`src/rtl/score_disp_pkg.sv`:
```
// score_disp_pkg: active-low 7-segment glyphs, glyph lookup and converter FSM states
package score_disp_pkg;
  localparam logic [6:0] SEG_0 = 7'b0000001;
  localparam logic [6:0] SEG_1 = 7'b1001111;
  localparam logic [6:0] SEG_2 = 7'b0010010;
  localparam logic [6:0] SEG_3 = 7'b0000110;
  localparam logic [6:0] SEG_4 = 7'b1001100;
  localparam logic [6:0] SEG_5 = 7'b0100100;
  localparam logic [6:0] SEG_6 = 7'b0100000;
  localparam logic [6:0] SEG_7 = 7'b0001111;
  localparam logic [6:0] SEG_8 = 7'b0000000;
  localparam logic [6:0] SEG_9 = 7'b0000100;
  localparam logic [6:0] SEG_BLANK = 7'h7F;
  localparam logic [6:0] SEG_DASH = 7'b1111110;
  typedef enum logic [1:0] {IDLE, CONVERT, COMMIT} state_t;
  function automatic logic [6:0] seg_glyph(input logic [3:0] n);
    case (n)
      4'd0: return SEG_0;
      4'd1: return SEG_1;
      4'd2: return SEG_2;
      4'd3: return SEG_3;
      4'd4: return SEG_4;
      4'd5: return SEG_5;
      4'd6: return SEG_6;
      4'd7: return SEG_7;
      4'd8: return SEG_8;
      4'd9: return SEG_9;
      default: return SEG_BLANK;
    endcase
  endfunction
endpackage

```
`src/rtl/score_display_scanner_if.sv`:
```
// score_display_scanner_if: value/load/blink in, segment/anode/status out
interface score_display_scanner_if #(
  parameter int NUM_DIGITS = 4,
  parameter int BIN_W = 14
);
  logic [BIN_W-1:0] value;
  logic load;
  logic blink_en;
  logic [6:0] segval;
  logic [NUM_DIGITS-1:0] whichseg;
  logic busy;
  logic overflow;
  modport master (output value, load, blink_en, input segval, whichseg, busy, overflow);
  modport slave (input value, load, blink_en, output segval, whichseg, busy, overflow);
endinterface

```
`src/rtl/bin2bcd_seq.sv`:
```
// bin2bcd_seq: one-bit-per-clock double-dabble converter, done pulses in COMMIT
module bin2bcd_seq
  import score_disp_pkg::*;
#(
  parameter int BIN_W = 14,
  parameter int NUM_DIGITS = 4
) (
  input  logic switchClk,
  input  logic rst,
  input  logic start,
  input  logic [BIN_W-1:0] bin,
  output logic busy,
  output logic done,
  output logic [4*NUM_DIGITS-1:0] bcd
);
  localparam int BW = 4 * NUM_DIGITS;
  localparam int CW = BIN_W > 1 ? $clog2(BIN_W) : 1;
  state_t state, state_nx;
  logic [BW+BIN_W-1:0] sr, adj;
  logic [CW-1:0] cnt;
  always_comb begin
    adj = sr;
    for (int i = 0; i < NUM_DIGITS; i++)
      if (sr[BIN_W+4*i +: 4] >= 4'd5) adj[BIN_W+4*i +: 4] = sr[BIN_W+4*i +: 4] + 4'd3;
  end
  always_comb begin
    state_nx = state;
    case (state)
      IDLE: state_nx = start ? CONVERT : IDLE;
      CONVERT: state_nx = (cnt == CW'(BIN_W - 1)) ? COMMIT : CONVERT;
      default: state_nx = start ? CONVERT : IDLE;
    endcase
  end
  always_ff @(posedge switchClk) begin
    if (rst) begin
      state <= IDLE;
      sr <= '0;
      cnt <= '0;
    end else begin
      state <= state_nx;
      if (start && state != CONVERT) begin
        sr <= {{BW{1'b0}}, bin};
        cnt <= '0;
      end else if (state == CONVERT) begin
        sr <= {adj[BW+BIN_W-2:0], 1'b0};
        cnt <= cnt + 1'b1;
      end
    end
  end
  assign busy = state != IDLE;
  assign done = state == COMMIT;
  assign bcd = sr[BW+BIN_W-1:BIN_W];
endmodule

```
`src/rtl/score_display_scanner.sv`:
```
// score_display_scanner: BCD conversion with pending reload, multiplexed 7-seg scan, blanking, dashes and blink
module score_display_scanner
  import score_disp_pkg::*;
#(
  parameter int NUM_DIGITS = 4,
  parameter int BIN_W = 14,
  parameter int BLANK_LEAD = 1,
  parameter int BLINK_DIV = 64
) (
  input logic switchClk,
  input logic rst,
  score_display_scanner_if.slave bus
);
  localparam longint OVF_MAX = longint'(10) ** NUM_DIGITS - 1;
  localparam int KW = NUM_DIGITS > 1 ? $clog2(NUM_DIGITS) : 1;
  localparam int BCW = $clog2(BLINK_DIV + 1);
  logic [BIN_W-1:0] pend_val, conv_in;
  logic pending, start, conv_busy, done, ovf_cap, phase, z;
  logic [4*NUM_DIGITS-1:0] acc, disp;
  logic [NUM_DIGITS-1:0] lead_zero;
  logic [KW-1:0] k;
  logic [BCW-1:0] bcnt;
  logic [6:0] glyph;
  bin2bcd_seq #(.BIN_W(BIN_W), .NUM_DIGITS(NUM_DIGITS)) u_conv (
    .switchClk(switchClk), .rst(rst), .start(start), .bin(conv_in),
    .busy(conv_busy), .done(done), .bcd(acc)
  );
  // a fresh load in IDLE beats a stale pending value; COMMIT chains straight into pending
  assign start = (!conv_busy && (bus.load || pending)) || (done && pending);
  assign conv_in = (!conv_busy && bus.load) ? bus.value : pend_val;
  assign bus.busy = conv_busy;
  always_comb begin
    z = 1'b1;
    lead_zero = '0;
    for (int i = NUM_DIGITS - 1; i >= 0; i--) begin
      z = z & (disp[4*i +: 4] == 4'd0);
      lead_zero[i] = z;
    end
    glyph = bus.overflow ? SEG_DASH :
            (BLANK_LEAD != 0 && k != '0 && lead_zero[k]) ? SEG_BLANK : seg_glyph(disp[4*k +: 4]);
  end
  always_ff @(posedge switchClk) begin
    if (rst) begin
      pending <= 1'b0;
      pend_val <= '0;
      ovf_cap <= 1'b0;
      disp <= '0;
      bus.overflow <= 1'b0;
      k <= '0;
      bcnt <= '0;
      phase <= 1'b1;
      bus.segval <= SEG_BLANK;
      bus.whichseg <= '1;
    end else begin
      pending <= (bus.load && conv_busy) || (pending && !start);
      if (bus.load && conv_busy) pend_val <= bus.value;
      if (start) ovf_cap <= longint'(conv_in) > OVF_MAX;
      if (done) begin
        disp <= acc;
        bus.overflow <= ovf_cap;
      end
      k <= (k == KW'(NUM_DIGITS - 1)) ? '0 : k + 1'b1;
      if (!bus.blink_en) begin
        bcnt <= '0;
        phase <= 1'b1;
      end else if (k == KW'(NUM_DIGITS - 1)) begin
        bcnt <= (bcnt == BCW'(BLINK_DIV - 1)) ? '0 : bcnt + 1'b1;
        phase <= (bcnt == BCW'(BLINK_DIV - 1)) ? !phase : phase;
      end
      bus.segval <= glyph;
      bus.whichseg <= (bus.blink_en && !phase) ? '1 : ~(NUM_DIGITS'(1) << k);
    end
  end
endmodule

```
`src/flat_wrapper.sv`:
```
// flat-port wrapper written by rule: the top's interface ports become plain ports
module score_display_scanner_flat import score_disp_pkg::*;
#(
  parameter int NUM_DIGITS = 4,
  parameter int BIN_W = 14,
  parameter int BLANK_LEAD = 1,
  parameter int BLINK_DIV = 64
)
  (switchClk, rst, bus_value, bus_load, bus_blink_en, bus_segval, bus_whichseg, bus_busy, bus_overflow);
  score_display_scanner_if #(.NUM_DIGITS(NUM_DIGITS), .BIN_W(BIN_W)) bus_i ();
  input logic switchClk;
  input logic rst;
  input wire logic [$bits(bus_i.value)-1:0] bus_value;
  input wire logic [$bits(bus_i.load)-1:0] bus_load;
  input wire logic [$bits(bus_i.blink_en)-1:0] bus_blink_en;
  output wire logic [$bits(bus_i.segval)-1:0] bus_segval;
  output wire logic [$bits(bus_i.whichseg)-1:0] bus_whichseg;
  output wire logic [$bits(bus_i.busy)-1:0] bus_busy;
  output wire logic [$bits(bus_i.overflow)-1:0] bus_overflow;
  assign bus_i.value = bus_value;
  assign bus_i.load = bus_load;
  assign bus_i.blink_en = bus_blink_en;
  assign bus_segval = bus_i.segval;
  assign bus_whichseg = bus_i.whichseg;
  assign bus_busy = bus_i.busy;
  assign bus_overflow = bus_i.overflow;
  score_display_scanner #(.NUM_DIGITS(NUM_DIGITS), .BIN_W(BIN_W), .BLANK_LEAD(BLANK_LEAD), .BLINK_DIV(BLINK_DIV)) u_core (.switchClk(switchClk), .rst(rst), .bus(bus_i));
endmodule
```
`config.mk`:
```
export PLATFORM = sky130hd
export DESIGN_NAME = score_display_scanner_flat
export DESIGN_NICKNAME = d
export VERILOG_FILES = /design/src/rtl/score_disp_pkg.sv /design/src/rtl/score_display_scanner_if.sv /design/src/rtl/bin2bcd_seq.sv /design/src/rtl/score_display_scanner.sv /design/src/flat_wrapper.sv
export SDC_FILE = /design/constraint.sdc
export NUM_CORES = 1
export LEC_CHECK = 0
export CORE_ASPECT_RATIO = 1.4
export CORE_MARGIN = 2
export CORE_UTILIZATION = 52
export CTS_CLUSTER_SIZE = 14
export DETAILED_ROUTE_END_ITERATION = 12
export PLACE_DENSITY = 0.76
export SLEW_MARGIN = 20
export SYNTH_ARGS = -nofsm -noshare
export SYNTH_HDL_FRONTEND = slang
export SYNTH_SLANG_ARGS = --single-unit
```
`constraint.sdc`:
```
create_clock -name switchClk -period 2.15 [get_ports switchClk]
set_clock_uncertainty 0.1 [all_clocks]
set_input_delay 0.3225 -clock switchClk [delete_from_list [all_inputs] [get_ports switchClk]]
set_output_delay 0.3225 -clock switchClk [all_outputs]
set_load 0.03 [all_outputs]
```
==> impl_metrics.json <==
{
  "final_cell_mix": "nand2_1 (110), dfxtp_1 (89), a21oi_1 (67)",
  "grt_usage_pct": 21.1,
  "synth_async_sr_flop_share_pct": 0,
  "worstPathArrival_ns": 1.64,
  "rsz0062_at_grt": "false",
  "finalCriticalPeriod_ns": 2.07,
  "leakagePower_uw": 0.00178,
  "synth_edf_count": 0,
  "max_slew_margin_pct": 59.4,
  "cp-end-kind": "output pin",
  "netlist_area_mm2": 0.00411,
  "cp_max_fo": 7,
  "core-area_mm2": 0.00770,
  "ant_nets": 0,
  "synth_area_leaders": "dfxtp_1 (44%), nand2_1 (10%), a21oi_1 (8.2%), ha_1 (6.4%), nor2_1 (3.1%)",
  "syn_nets": 541,
  "synth_area_per_cell_um2": 8.19,
  "finalWirelength_mm": 8.37,
  "final-seq-area_mm2": 0.00180,
  "viasPerCell": 5.40,
  "cts.hold.buffers_added": 0,
  "dp_hpwl_mm": 5.94,
  "fmaxAchievable_ghz": 0.484,
  "initialDrtViolationCount": 207,
  "grt_max_degree": 36,
  "cts.clk_slew.worst_paths_ns": 0.08,
  "setup-tns-final_ns": 0,
  "grt_pass1_wl_mm": 14.4,
  "ys_types": 41,
  "required_ns": 1.73,
  "status": "finished clean",
  "dr.pass1.iters": 4,
  "multi_input_area_mm2": 0.00214,
  "syn2layout_area_growth_pct": 15.8,
  "dp.cells": 617,
  "cts_root_buf": "clkbuf_8",
  "grt-ovfl-total": 0,
  "min_path_type": "input port to register",
  "p_clk_share_pct": 37.9,
  "p_int_uw": 2650,
  "syn_inst": 502,
  "vdd_ir_drop_max_uv": 383,
  "fin_nets": 567,
  "setup_ws_ns": 0.0827,
  "rows": 38,
  "cts_setup_buffers": 0,
  "setup_viol_count_final": 0,
  "insertion_delay_ns": 0.36,
  "p_per_area_mw_per_mm2": 737,
  "layout-drive-gt1-share_pct": 6.57,
  "p_sw_share_pct": 24.5,
  "final-max-slew-violation-count": 0,
  "htree_levels": 3,
  "fp.dieArea_mm2": 0.00865,
  "synth_seq_area_share_pct": 43.8,
  "grt_pass1_vias": 3264,
  "cts_buffer_depth": 2,
  "synth_top_area_share_pct": 43.8,
  "pwr-share-comb_pct": 11.6,
  "via_count": 3416,
  "fin_crit_sh_pct": 96.2,
  "place_worst_setup_slack_ns": 0.120,
  "gp_congestion": 0.836,
  "die_height_um": 109,
  "max_cap_viol_count": 0,
  "avgRoutedWirePerCell_um": 13.2,
  "tightest_slew_ns": 0.606,
  "synth_top_area_cell": "dfxtp_1",
  "ff2ff_setup_slack_ns": 0.20,
  "cts_made_buffers": 9,
  "p_seq_share_pct": 50.5,
  "critPathKind": "register to output pin",
  "drc_errors": 0,
  "cts_tree": "done",
  "cp-start-kind": "register",
  "fillCellCount": 668,
  "dieWidth_um": 79.2,
  "num_antenna_cells": 0,
  "switchingPower_uw": 862,
  "antenna_found_initial": 0,
  "cts.sink_count": 90,
  "io_buffers": 30,
  "yosys_warnings": 0,
  "final_common_cell": "nand2_1",
  "pin_count": 31,
  "ys_ff_latch": 90,
  "initial_core_util_pct": 53.4,
  "instances_no_fill": 633,
  "ys.flop_type": "dfxtp_1",
  "hold_violations": 0
}
==> sequential cells by signal, summed over array words and instances (netlist names), 2 cells and up <==
name and flops:
u_core.disp 16, u_core.bus.whichseg 4, u_core.u_conv.sr 30, u_core.bcnt 7, u_core.k 2, u_core.u_conv.cnt 4
u_core.bus.segval 7, u_core.u_conv.state 2, u_core.pend_val 14
==> cell type report <==
cell class                      instances  share of cell area [%]
Clock buffer                           12                    3.47
Clock inverter                          4                    1.52
Inverter                               16                    1.26
Multi-Input combinational cell        369                    44.9
Sequential cell                        90                    37.9
Tap cell                              100                    2.63
Timing Repair Buffer                   42                    8.35
==> power groups by stage <==
stage | registers [uW] | logic, uW | clock network (uW)
final | 1770 | 407 | 1330
after global routing | 1780 | 449 | 1440
after CTS | 1770 | 408 | 1360
after detailed placement | 1810 | 407 | 0
after global placement | 1810 | 399 | 0
after floorplan | 1840 | 221 | 0
==> Yosys cell counts (2+ instances only) <==
cell type	instances
buf_1	2
a21oi_1	67
nor3_1	8
and2_1	4
mux2i_1	5
inv_1	16
a311oi_1	3
nand3_1	13
xnor2_1	8
dfxtp_1	90
a31oi_1	3
ha_1	21
nand2_1	110
nand4_1	5
a22oi_1	7
o21ai_1	11
and3_1	4
or4_1	3
mux2_1	7
o211ai_1	2
clkbuf_1	20
nand2b_1	11
xor2_1	8
nor2b_1	5
a211oi_1	5
nor4_1	3
mux4_2	2
or2_1	3
o21ai_0	8
buf_2	4
nor2_1	34
==> per-layer routing <==
layer,vias up,track usage (%),routed length [um]
li1,1750,-,-
met1,1607,24.9,3700
met2,43,35.8,4280
met3,16,4.88,205
met4,0,10.2,180
met5,-,0,0
==> worst max-delay path, cell delays in order, from the launching register on <==
cell             delay, ns
dfxtp_1               0.44
or2_1                 0.17
clkdlybuf4s50_1       0.67
==> cell families (layout without fill, tap and decap cells) <==
| logic type | count (synthesis) | after routing | share of synthesized area (%) |
|---|---|---|---|
| buffers and inverters | 43 | 74 | 4.23 |
| XOR/XNOR | 16 | 16 | 3.41 |
| AO/OA/AOI/OAI | 111 | 111 | 15.1 |
| flip-flops | 90 | 90 | 43.8 |
| adder cells (fa/ha/maj) | 21 | 21 | 6.39 |
| multiplexers | 16 | 16 | 5.14 |
| AND/OR/NAND/NOR | 205 | 205 | 21.9 |
==> metrics by stage <==
stage	hold slack, ns	power, uW	util, %	instance area [um^2]
5_1_grt	0.380	3670	61.8	4760
3_5_place_dp	0.354	2220	58.7	4520
4_1_cts	0.340	3540	61.8	4760
2_1_floorplan	0.331	2060	-	4110
6_report	0.349	3510	61.8	4760
3_3_place_gp	0.334	2210	58.7	4520
==> what timing repair did <==
item / CTS / global route
setup endpoints to repair: 0 / 2
resized for setup: 0 / 1
hold endpoints to repair: 0 / 0
==> final timing paths <==
check / start / end / depth (start not counted)
max: u_core.u_conv.state[1] / bus_busy / 2
min: rst / u_core.u_conv.sr[13] / 2
min reg2reg: u_core.bcnt[6] / u_core.bcnt[6] / 1
max reg2reg: u_core.k[0] / u_core.bus.segval[3] / 6
No activity file was read; power rests on OpenSTA's default activity.
